===== src/rtl/rnn_pkg.sv =====
// rtl/rnn_pkg.sv - shared RNN constants and stream state encoding; RESULT_STREAMER_SAT_EN selects clamp narrowing
package rnn_pkg;
    localparam int RNN_M      = 4;
    localparam int RNN_BW     = 16;
    localparam int RNN_BW_OUT = 32;
    localparam int RNN_FRAC   = 8;

`ifdef RESULT_STREAMER_SAT_EN
    localparam bit NARROW_SAT_EN = 1'b1;
`else
    localparam bit NARROW_SAT_EN = 1'b0;
`endif

    typedef enum logic {IDLE, STREAM} stream_state_t;
endpackage


===== src/rtl/fx_narrow.sv =====
// rtl/fx_narrow.sv - fixed-point floor shift and narrow; clamps when RESULT_STREAMER_SAT_EN, else wraps
module fx_narrow
    import rnn_pkg::*;
#(
    parameter int BW_IN = RNN_BW_OUT,
    parameter int BW    = RNN_BW,
    parameter int FRAC  = RNN_FRAC
) (
    input  logic [BW_IN-1:0] din,
    output logic [BW-1:0]    dout,
    output logic             sat
);
    logic signed [BW_IN-1:0] s;
    logic                    ovf;

    assign s = $signed(din) >>> FRAC;
    // s fits in BW bits only when every bit from the narrowed sign bit upward agrees
    assign ovf = !((&s[BW_IN-1:BW-1]) || !(|s[BW_IN-1:BW-1]));
    assign sat = NARROW_SAT_EN && ovf;

    always_comb begin
        dout = s[BW-1:0];
        if (sat) begin
            dout = s[BW_IN-1] ? {1'b1, {(BW-1){1'b0}}} : {1'b0, {(BW-1){1'b1}}};
        end
    end
endmodule


===== src/rtl/vector_result_streamer.sv =====
// rtl/vector_result_streamer.sv - captures a packed result vector and streams narrowed elements; RESULT_STREAMER_SAT_EN enables clamping
module vector_result_streamer
    import rnn_pkg::*;
#(
    parameter int M      = RNN_M,
    parameter int BW     = RNN_BW,
    parameter int BW_OUT = RNN_BW_OUT,
    parameter int FRAC   = RNN_FRAC,
    localparam int IDXW  = (M > 1) ? $clog2(M) : 1
) (
    input  logic                clk,
    input  logic                rst_n,
    input  logic                in_valid,
    output logic                in_ready,
    input  logic [M*BW_OUT-1:0] in_bus,
    output logic                out_valid,
    input  logic                out_ready,
    output logic [BW-1:0]       out_data,
    output logic [IDXW-1:0]     out_idx,
    output logic                out_last,
    output logic                busy,
    output logic                sat_flag
);
    stream_state_t     state;
    logic [BW_OUT-1:0] vbuf [M];
    logic [IDXW-1:0]   idx;
    logic [BW-1:0]     narrow_data;
    logic              narrow_sat;
    logic              last_idx;

    assign last_idx = (idx == IDXW'(M - 1));

    fx_narrow #(
        .BW_IN (BW_OUT),
        .BW    (BW),
        .FRAC  (FRAC)
    ) u_narrow (
        .din  (vbuf[idx]),
        .dout (narrow_data),
        .sat  (narrow_sat)
    );

    assign in_ready  = (state == IDLE);
    assign out_valid = (state == STREAM);
    assign busy      = (state == STREAM);
    assign out_data  = out_valid ? narrow_data : '0;
    assign out_idx   = idx;
    assign out_last  = out_valid && last_idx;

    always_ff @(posedge clk or negedge rst_n) begin
        if (!rst_n) begin
            state    <= IDLE;
            idx      <= '0;
            sat_flag <= 1'b0;
            for (int k = 0; k < M; k++) begin
                vbuf[k] <= '0;
            end
        end else begin
            case (state)
                IDLE: begin
                    if (in_valid) begin
                        // element 0 sits in the most significant slot of the bus
                        for (int k = 0; k < M; k++) begin
                            vbuf[k] <= in_bus[(M-1-k)*BW_OUT +: BW_OUT];
                        end
                        idx      <= '0;
                        sat_flag <= 1'b0;
                        state    <= STREAM;
                    end
                end
                STREAM: begin
                    if (out_ready) begin
                        if (narrow_sat) begin
                            sat_flag <= 1'b1;
                        end
                        if (last_idx) begin
                            idx   <= '0;
                            state <= IDLE;
                        end else begin
                            idx <= idx + 1'b1;
                        end
                    end
                end
                default: state <= IDLE;
            endcase
        end
    end
endmodule

===== config.mk =====
export PLATFORM = sky130hd
export DESIGN_NAME = vector_result_streamer
export DESIGN_NICKNAME = d
export VERILOG_FILES = /design/src/rtl/rnn_pkg.sv /design/src/rtl/fx_narrow.sv /design/src/rtl/vector_result_streamer.sv
export SDC_FILE = /design/constraint.sdc
export NUM_CORES = 1
export LEC_CHECK = 0
export BUFFER_PORTS_ARGS = -buffer_cell sky130_fd_sc_hd__buf_2
export CAP_MARGIN = 20
export CORE_UTILIZATION = 47
export CTS_CLUSTER_DIAMETER = 50
export DETAILED_ROUTE_END_ITERATION = 6
export MAX_ROUTING_LAYER = met4
export PLACE_DENSITY = 0.8
export SYNTH_ARGS = -nofsm -noshare
export SYNTH_HDL_FRONTEND = slang
export SYNTH_SLANG_ARGS = --single-unit

===== constraint.sdc =====
create_clock -name clk -period 1.7 [get_ports clk]
set_input_delay 0.17 -clock clk [delete_from_list [all_inputs] [get_ports clk]]
set_output_delay 0.17 -clock clk [all_outputs]
set_load 0.03 [all_outputs]

After elaboration in Yosys (flattened, before gate mapping)
Cells that the tools add are included.

$add $sub $neg: 1. $lt $le $gt $ge: 1. Eq/ne operators: 3. Muxes and demuxes: 14. Bitwise gates (word level): 2. Reduce and logical (&&, ||, !) cells: 4.

Operator list (number): $bmux W32 S2 (1); $mux W24 (2); $mux W16 (1); $mux W2 (3); $reduce_and A2 Y1 (3); $mux W1 (5); $ne A2 B2 Y1 const B (2); $pmux W2 S2 (1); $ge A3 B3 Y1 const B (1); $not A2 Y3 (1); $add A2 B1 Y2 const B (1); $eq A2 B2 Y1 const B (1); $pmux W1 S2 (1); $logic_and A1 B1 Y1 (1); $not A1 Y1 (1).

Flip-flop bits (word level): 132. Logic and storage cells: 32.

Longest topological paths before layout
Gate-level depths: netlist of run 1.

Word-level depth: 5. Depth in mapped cells: 5. Depth with buffers taken out: 3.

Cells and area by module
A second synthesis of run 1 with hierarchy kept.

Cell total of the unflattened synthesis: 368. Area total of the unflattened synthesis: 6075.8 µm².

By module, submodules not included: vector_result_streamer (instances 1, cells an instance 350, area an instance 5944.5 µm²); fx_narrow (instances 1, cells an instance 18, area an instance 131.4 µm²).

Worst setup path after synthesis of run 1
OpenSTA, ideal clock, no wires.

Kind: flip-flop to output port. From: reg state (netlist: busy). To: out out_data[0]. Arrival: 1.584 ns. Data required time: 1.530 ns. Path slack: -0.054 ns. Stages on the path, launching flop included: 6. Path through: dfrtp_1 buf_6 nand2b_1 buf_2 buf_2 o22ai_1.

Word-level cells in the longest chain between the ends: 1.

Ends and longest elaborated chain: from (decl) (line vector_result_streamer.sv:24) `stream_state_t state;`; from (signal assigned) (line vector_result_streamer.sv:52) `state <= IDLE;`; from (signal assigned) (line vector_result_streamer.sv:68) `state <= STREAM;`; from (signal assigned) (line vector_result_streamer.sv:78) `state <= IDLE;`; $mux W16 (line vector_result_streamer.sv:46) `assign out_data = out_valid ? narrow_data : '0;`; to (decl) (line vector_result_streamer.sv:18) `output logic [BW-1:0] out_data,`.

No other way between the ends.

Worst setup path after layout of run 1
From: reg idx[1] (netlist: out_idx[1]). To: out out_data[14].

Word-level cells in the longest chain between the ends: 5.

Ends and longest elaborated chain: from (decl) (line vector_result_streamer.sv:26) `logic [IDXW-1:0] idx;`; from (signal assigned) (line vector_result_streamer.sv:80) `idx <= idx + 1'b1;`; $not A2 Y3 (not written as such) (line vector_result_streamer.sv:38) `.din (vbuf[idx]),`; $bmux W32 S2 (line vector_result_streamer.sv:38); $mux W24 (not written as such) (2 in a row) (line vector_result_streamer.sv:38); $mux W16 (line vector_result_streamer.sv:46).

No other way between the ends. The select of a mux whose other input is x is not followed.

==> reports/results.ini, run 1 <==
[critical_path]
worst_r2r_path_depth = 3
cp-end-kind = output port
ff2ff_setup_slack_ps = 320
rr_endpoint = vbuf[80]$_DFFE_PN0P_
critical_path_arrival_ps = 1480
cp-start-kind = flip-flop
startpoint = out_idx[1]$_DFFE_PN0P_
crit_required_ps = 1530
cp_max_fo = 18
r2r-start = busy$_DFF_PN0_
crit_end = out_data[14]
path_class = reg -> out

[logic_synthesis]
syn_avg_cell_area_um2 = 16.0
syn_area_um2 = 3350
syn_nets = 342
yosysWarnings = 0
synth_cell_types = 19
synthCells = 209
ys_seq_area_share_pct = 50.1
synth.ff_latch_count = 67

[route]
drc_errors = 0
drt_wl_total_mm = 6.68
drt-initial-drc-count = 92
num_vias = 2036
ant_nets = 0
routedWlPerCell_um = 16.5
wl_met3_um = 301
drtPass1Iterations = 4
wl_met2_mm = 3.21
met1_length_mm = 3.09
vias_per_cell = 5.01
top_layer = met4

[placement]
hpwlAfterDp_mm = 4.70
port_buffers = 89
placed_area_um2 = 3850
gp_congestion = 0.745

[final_layout]
finalInstanceArea_um2 = 4110
nNetsFinal = 439
n_antenna_cell = 0
most-common-layout-cells = buf_2 (77), dfrtp_1 (65), mux2_4 (60)
area_growth_pct = 22.7
final_util_pct = 60.1
final_common_cell = buf_2
drive_gt1_share_pct = 58.1

[floorplanning]
die-area_um2 = 7460
num_rows = 30
die_w_um = 86.4
top_level_ports = 155
die_h_um = 86.4
core_um2 = 6830
initial_core_util_pct = 49.0

[power]
max-vdd-ir-drop_uv = 1260
seqPwrFrac_pct = 33.4
switching_share_pct = 36.7
power.internal_mw = 5.52
switchingPower_mw = 3.21
total_power_mw = 8.73
power_density_nw_per_um2 = 2130
p_leak_nw = 2.00
pwr-share-comb_pct = 51.6
pwr-share-clk_pct = 15.0

[clock_network]
clock_latency_ps = 340
htree_levels = 3
clockRootBuffer = clkbuf_8
cts_made_buffers = 9
cts.sinks = 67
cts_tree = built
clockBufferDepth = 2
clk_pin_slew_ps = 60

[timing]
period_needed_ps = 1650
tightest_slew_ps = 601
whs_ps = 54.1
fin_skew_ps = 9.33
max_freq_ghz = 0.606
slew_violations = 0
period_share_pct = 97.0
slew_headroom_pct = 59.9
grt_setup_unrepaired = true
setup_violations = 0
finalHoldViolCount = 0

[global_route]
antenna_found_initial = 0
grt_pass1_vias = 2249
grt_max_degree = 34
track_usage_pct = 19.9
overflow = 0
grt_pass1_wl_mm = 10.7

[job]
drv_cap = 0

[min_path]
hold_path_class = in -> reg

[run_status]
outcome = finished, final reports clean

[worst min path at each step]
stage	slack [ps]	startpoint	depth (start not counted)	to
after floorplan	-130	rst_n	0	busy$_DFF_PN0_
after detailed placement	200	rst_n	1	vbuf[107]$_DFFE_PN0P_
final	50	in_bus[81]	2	vbuf[81]$_DFFE_PN0P_
after global placement	180	rst_n	1	vbuf[43]$_DFFE_PN0P_
after global routing	40	in_bus[19]	2	vbuf[19]$_DFFE_PN0P_
after CTS	40	in_bus[82]	2	vbuf[82]$_DFFE_PN0P_
[layout make-up]
class,count,area [um^2]
multi-input cells,124,1460
clock buffers,13,159
inverters,1,3.75
clock inverters,2,35.0
repair buffers,103,646
fillers,568,2730
well taps,96,120
flip-flops and latches,67,1680
[registers in the layout, indices dropped and copies added, names as in the netlist]
name / cells
vbuf: 64
busy: 1
out_idx: 2
[timing repair]
item | in CTS | in global routing
resized for setup | 4 | 18
hold buffers | 1 | 0
setup buffers | 2 | 0
gates cloned | 0 | 0
setup endpoints to repair | 16 | 16
hold endpoints to repair | 22 | 0
[cells in the mapped netlist]
library cell | count | area [um^2]
dfrtp_1 | 67 | 1680
mux2_4 | 60 | 901
mux2i_1 | 33 | 330
o22ai_1 | 16 | 100
buf_12 | 7 | 140
buf_4 | 5 | 37.5
buf_2 | 4 | 20.0
mux2_1 | 4 | 45.0
a32o_1 | 2 | 20.0
nor2_1 | 2 | 7.51
a31oi_1 | 1 | 6.26
and2_1 | 1 | 6.26
buf_6 | 1 | 11.3
conb_1 | 1 | 3.75
ha_1 | 1 | 12.5
inv_1 | 1 | 3.75
nand2_1 | 1 | 3.75
nand2b_1 | 1 | 6.26
nor2b_4 | 1 | 13.8
[power groups by stage]
stage / clock network (mW) / logic (mW) / registers, mW
6_report: 1.31 / 4.50 / 2.91
3_3_place_gp: 0 / 4.21 / 2.86
3_5_place_dp: 0 / 4.28 / 2.93
5_1_grt: 1.43 / 4.80 / 2.99
4_1_cts: 1.34 / 4.42 / 2.89
2_1_floorplan: 0 / 3.38 / 2.80
[metrics by stage]
step           setup slack, ps  TNS (ps)  instances
6_report                  51.0         0        406
5_1_grt                  -32.8      -120        406
4_1_cts                   6.36         0        406
3_5_place_dp               291         0        388
3_3_place_gp               316         0        388
2_1_floorplan            -54.4      -565        209
[worst max-delay path, stage by stage (launching register included)]
cell and delay (ps):
dfrtp_2 450, buf_12 180, mux2i_1 130, o22ai_1 140, buf_2 230
[kinds of logic (layout without fill, tap and decap cells)]
logic type	Yosys count	count (layout)	synth area share, %
adders and majority gates	1	1	0.374
muxes	97	97	38.1
other	1	1	0.112
DFF	67	67	50.1
buffers and inverters	18	119	6.36
AOI/OAI and AO/OA	19	19	3.78
and+or+nand+nor	6	6	1.12
[metal layers]
layer / vias up / GRT usage (%)
met3: 11 / 5.90
met4: 0 / 6.21
met1: 1016 / 24.2
met2: 61 / 32.2
met5: - / -
li1: 948 / -
Note: power is estimated with default switching activity, not from simulation.
==> inputs of run 2 (changes only) <==
Settings changed: REMOVE_ABC_BUFFERS set to 1.
==> reports/results.ini, run 2 (synthesis gave the netlist of run 1 again) <==
[final_layout]
largest_reg_flops = 64  ; unchanged
nNetsFinal = 437  ; -0.46%
fillers = 551  ; -3.0%
final_util_pct = 61.8  ; +1.6 points
most-common-layout-cells = buf_2 (74), dfrtp_1 (66), mux2_4 (60)
drive_gt1_share_pct = 60.2  ; +2.1 points
final_common_cell = buf_2
n_antenna_cell = 0  ; unchanged
area_growth_pct = 26.1
largest_register = vbuf

[power]
max-vdd-ir-drop_uv = 1030  ; -18%
p_leak_nw = 2.04  ; +2.1%
power_density_nw_per_um2 = 2200  ; +3.5%

[route]
num_vias = 2008  ; -1.4%
vias_per_cell = 4.96  ; -1.1%
ant_nets = 0  ; unchanged
drt-initial-drc-count = 71  ; -23%
drt_wl_total_mm = 6.37  ; -4.6%
drtPass1Iterations = 4  ; unchanged
drc_errors = 0  ; unchanged
routedWlPerCell_um = 15.7  ; -4.4%

[critical_path]
crit_family = flip-flops
path_class = reg -> out
cp_max_fo = 18  ; unchanged
path_buf_inv = 2  ; unchanged
slowest_delay_ps = 440  ; about the same
cp-end-kind = output port
cp-start-kind = flip-flop
critPathSlowestCell = dfrtp_2
critical_path_arrival_ps = 1490  ; about the same
crit_required_ps = 1530  ; about the same
cp_cell_sequence = buf_12, ha_1, and2_1, buf_2

[clock_network]
clockRootBuffer = clkbuf_8
cts_made_buffers = 9  ; unchanged
clk_pin_slew_ps = 80  ; +20 ps
htree_levels = 3  ; unchanged
cts.sinks = 67  ; unchanged
clock_latency_ps = 340  ; about the same
clockBufferDepth = 2  ; unchanged
cts_tree = built

[placement]
dp_slack_ps = 315  ; +23.3 ps
hpwlAfterDp_mm = 4.30  ; -8.6%
gp_congestion = 0.739  ; -0.83%
port_buffers = 89  ; unchanged

[global_route]
use_met3_pct = 5.62  ; -0.29 points
overflow = 0  ; unchanged
grt-busiest-layer = met2
antenna_found_initial = 0  ; unchanged
grt_pass1_vias = 2145  ; -4.6%
track_usage_pct = 19.2  ; -0.70 points
grt_pass1_wl_mm = 10.4  ; -2.6%
met1_usage_pct = 23.3  ; -0.87 points
use_met2_pct = 31.0  ; -1.2 points
grt_max_degree = 68  ; +100%

[timing]
period_needed_ps = 1660  ; +12.7 ps
whs_ps = 54.4  ; +0.281 ps
finalHoldViolCount = 0  ; unchanged
max_freq_ghz = 0.602  ; -0.76%
setup_violations = 0  ; unchanged
slew_violations = 0  ; unchanged
period_share_pct = 97.7  ; +0.75 points
setup_slack_ps = 38.3  ; -12.7 ps
grt_setup_unrepaired = true
fin_skew_ps = 7.01  ; -2.33 ps

[run_status]
outcome = finished, final reports clean

[min_path]
hold_path_class = in -> reg

[floorplanning]
num_rows = 30  ; unchanged
die-area_um2 = 7460  ; unchanged
die_h_um = 86.4  ; unchanged
core_um2 = 6830  ; unchanged
top_level_ports = 155  ; unchanged
die_w_um = 86.4  ; unchanged
initial_core_util_pct = 49.0  ; unchanged

[job]
drv_cap = 0  ; unchanged

run 2: what timing repair did:
action / 4_1_cts / 5_1_grt
buffers inserted: 2 / 0
endpoints found under the hold margin: 67 / 0
gates cloned: 0 / 0
setup endpoints to repair: 16 / 17
gates resized for setup: 6 / 33
hold buffers: 1 / 0
run 2: through the flow:
| step | power [mW] | setup TNS, ps | std cells | instance area, um^2 |
|---|---|---|---|---|
| floorplan | 5.99 | -79870 | 192 | 3140 |
| finish | 9.28 | 0 | 405 | 4220 |
| global route | 9.81 | -149 | 405 | 4220 |
| detailed placement | 7.13 | 0 | 386 | 3820 |
| CTS | 9.02 | 0 | 405 | 4130 |
| global placement | 6.99 | 0 | 386 | 3820 |
run 2: path summary, 6_finish.rpt:
kind	slack, ps	depth (start not counted)	from	endpoint
min in group asynchronous	390	3	rst_n	vbuf[21]$_DFFE_PN0P_
worst max register to register	260	3	busy$_DFF_PN0_	vbuf[107]$_DFFE_PN0P_
worst min-delay path	50	2	in_bus[46]	vbuf[46]$_DFFE_PN0P_
worst min register to register	490	1	vbuf[83]$_DFFE_PN0P_	vbuf[83]$_DFFE_PN0P_
worst max-delay path	40	4	out_idx[1]$_DFFE_PN0P_	out_last
max in group asynchronous	1010	3	rst_n	vbuf[51]$_DFFE_PN0P_
run 2: where the power goes:
part           switching, mW  internal (mW)
clock network          0.608           1.13
registers              0.495           2.40
logic                   2.17           2.48
run 2: area by class of cell:
class	count	area, um^2	share of cell area, %
clock buffers	10	128	3.02
flip-flops and latches	67	1680	39.8
repair buffers	101	646	15.3
clock inverters	6	138	3.26
well taps	96	120	2.85
multi-input cells	124	1510	35.7
inverters	1	3.75	0.0890
run 2: worst register-to-register path: cells and delay by family (launching register included):
kind,cells,cell delay (ps)
buffers and inverters,1,280
AND/OR/NAND/NOR,1,210
multiplexers,1,370
flip-flops,1,470
run 2: routing by layer:
metal,part of all wire [%],wire [um],vias up
li1,-,-,949
met1,45,2860,998
met2,50,3180,54
met3,4.3,275,7
met4,0.96,61,0
met5,0,0,-
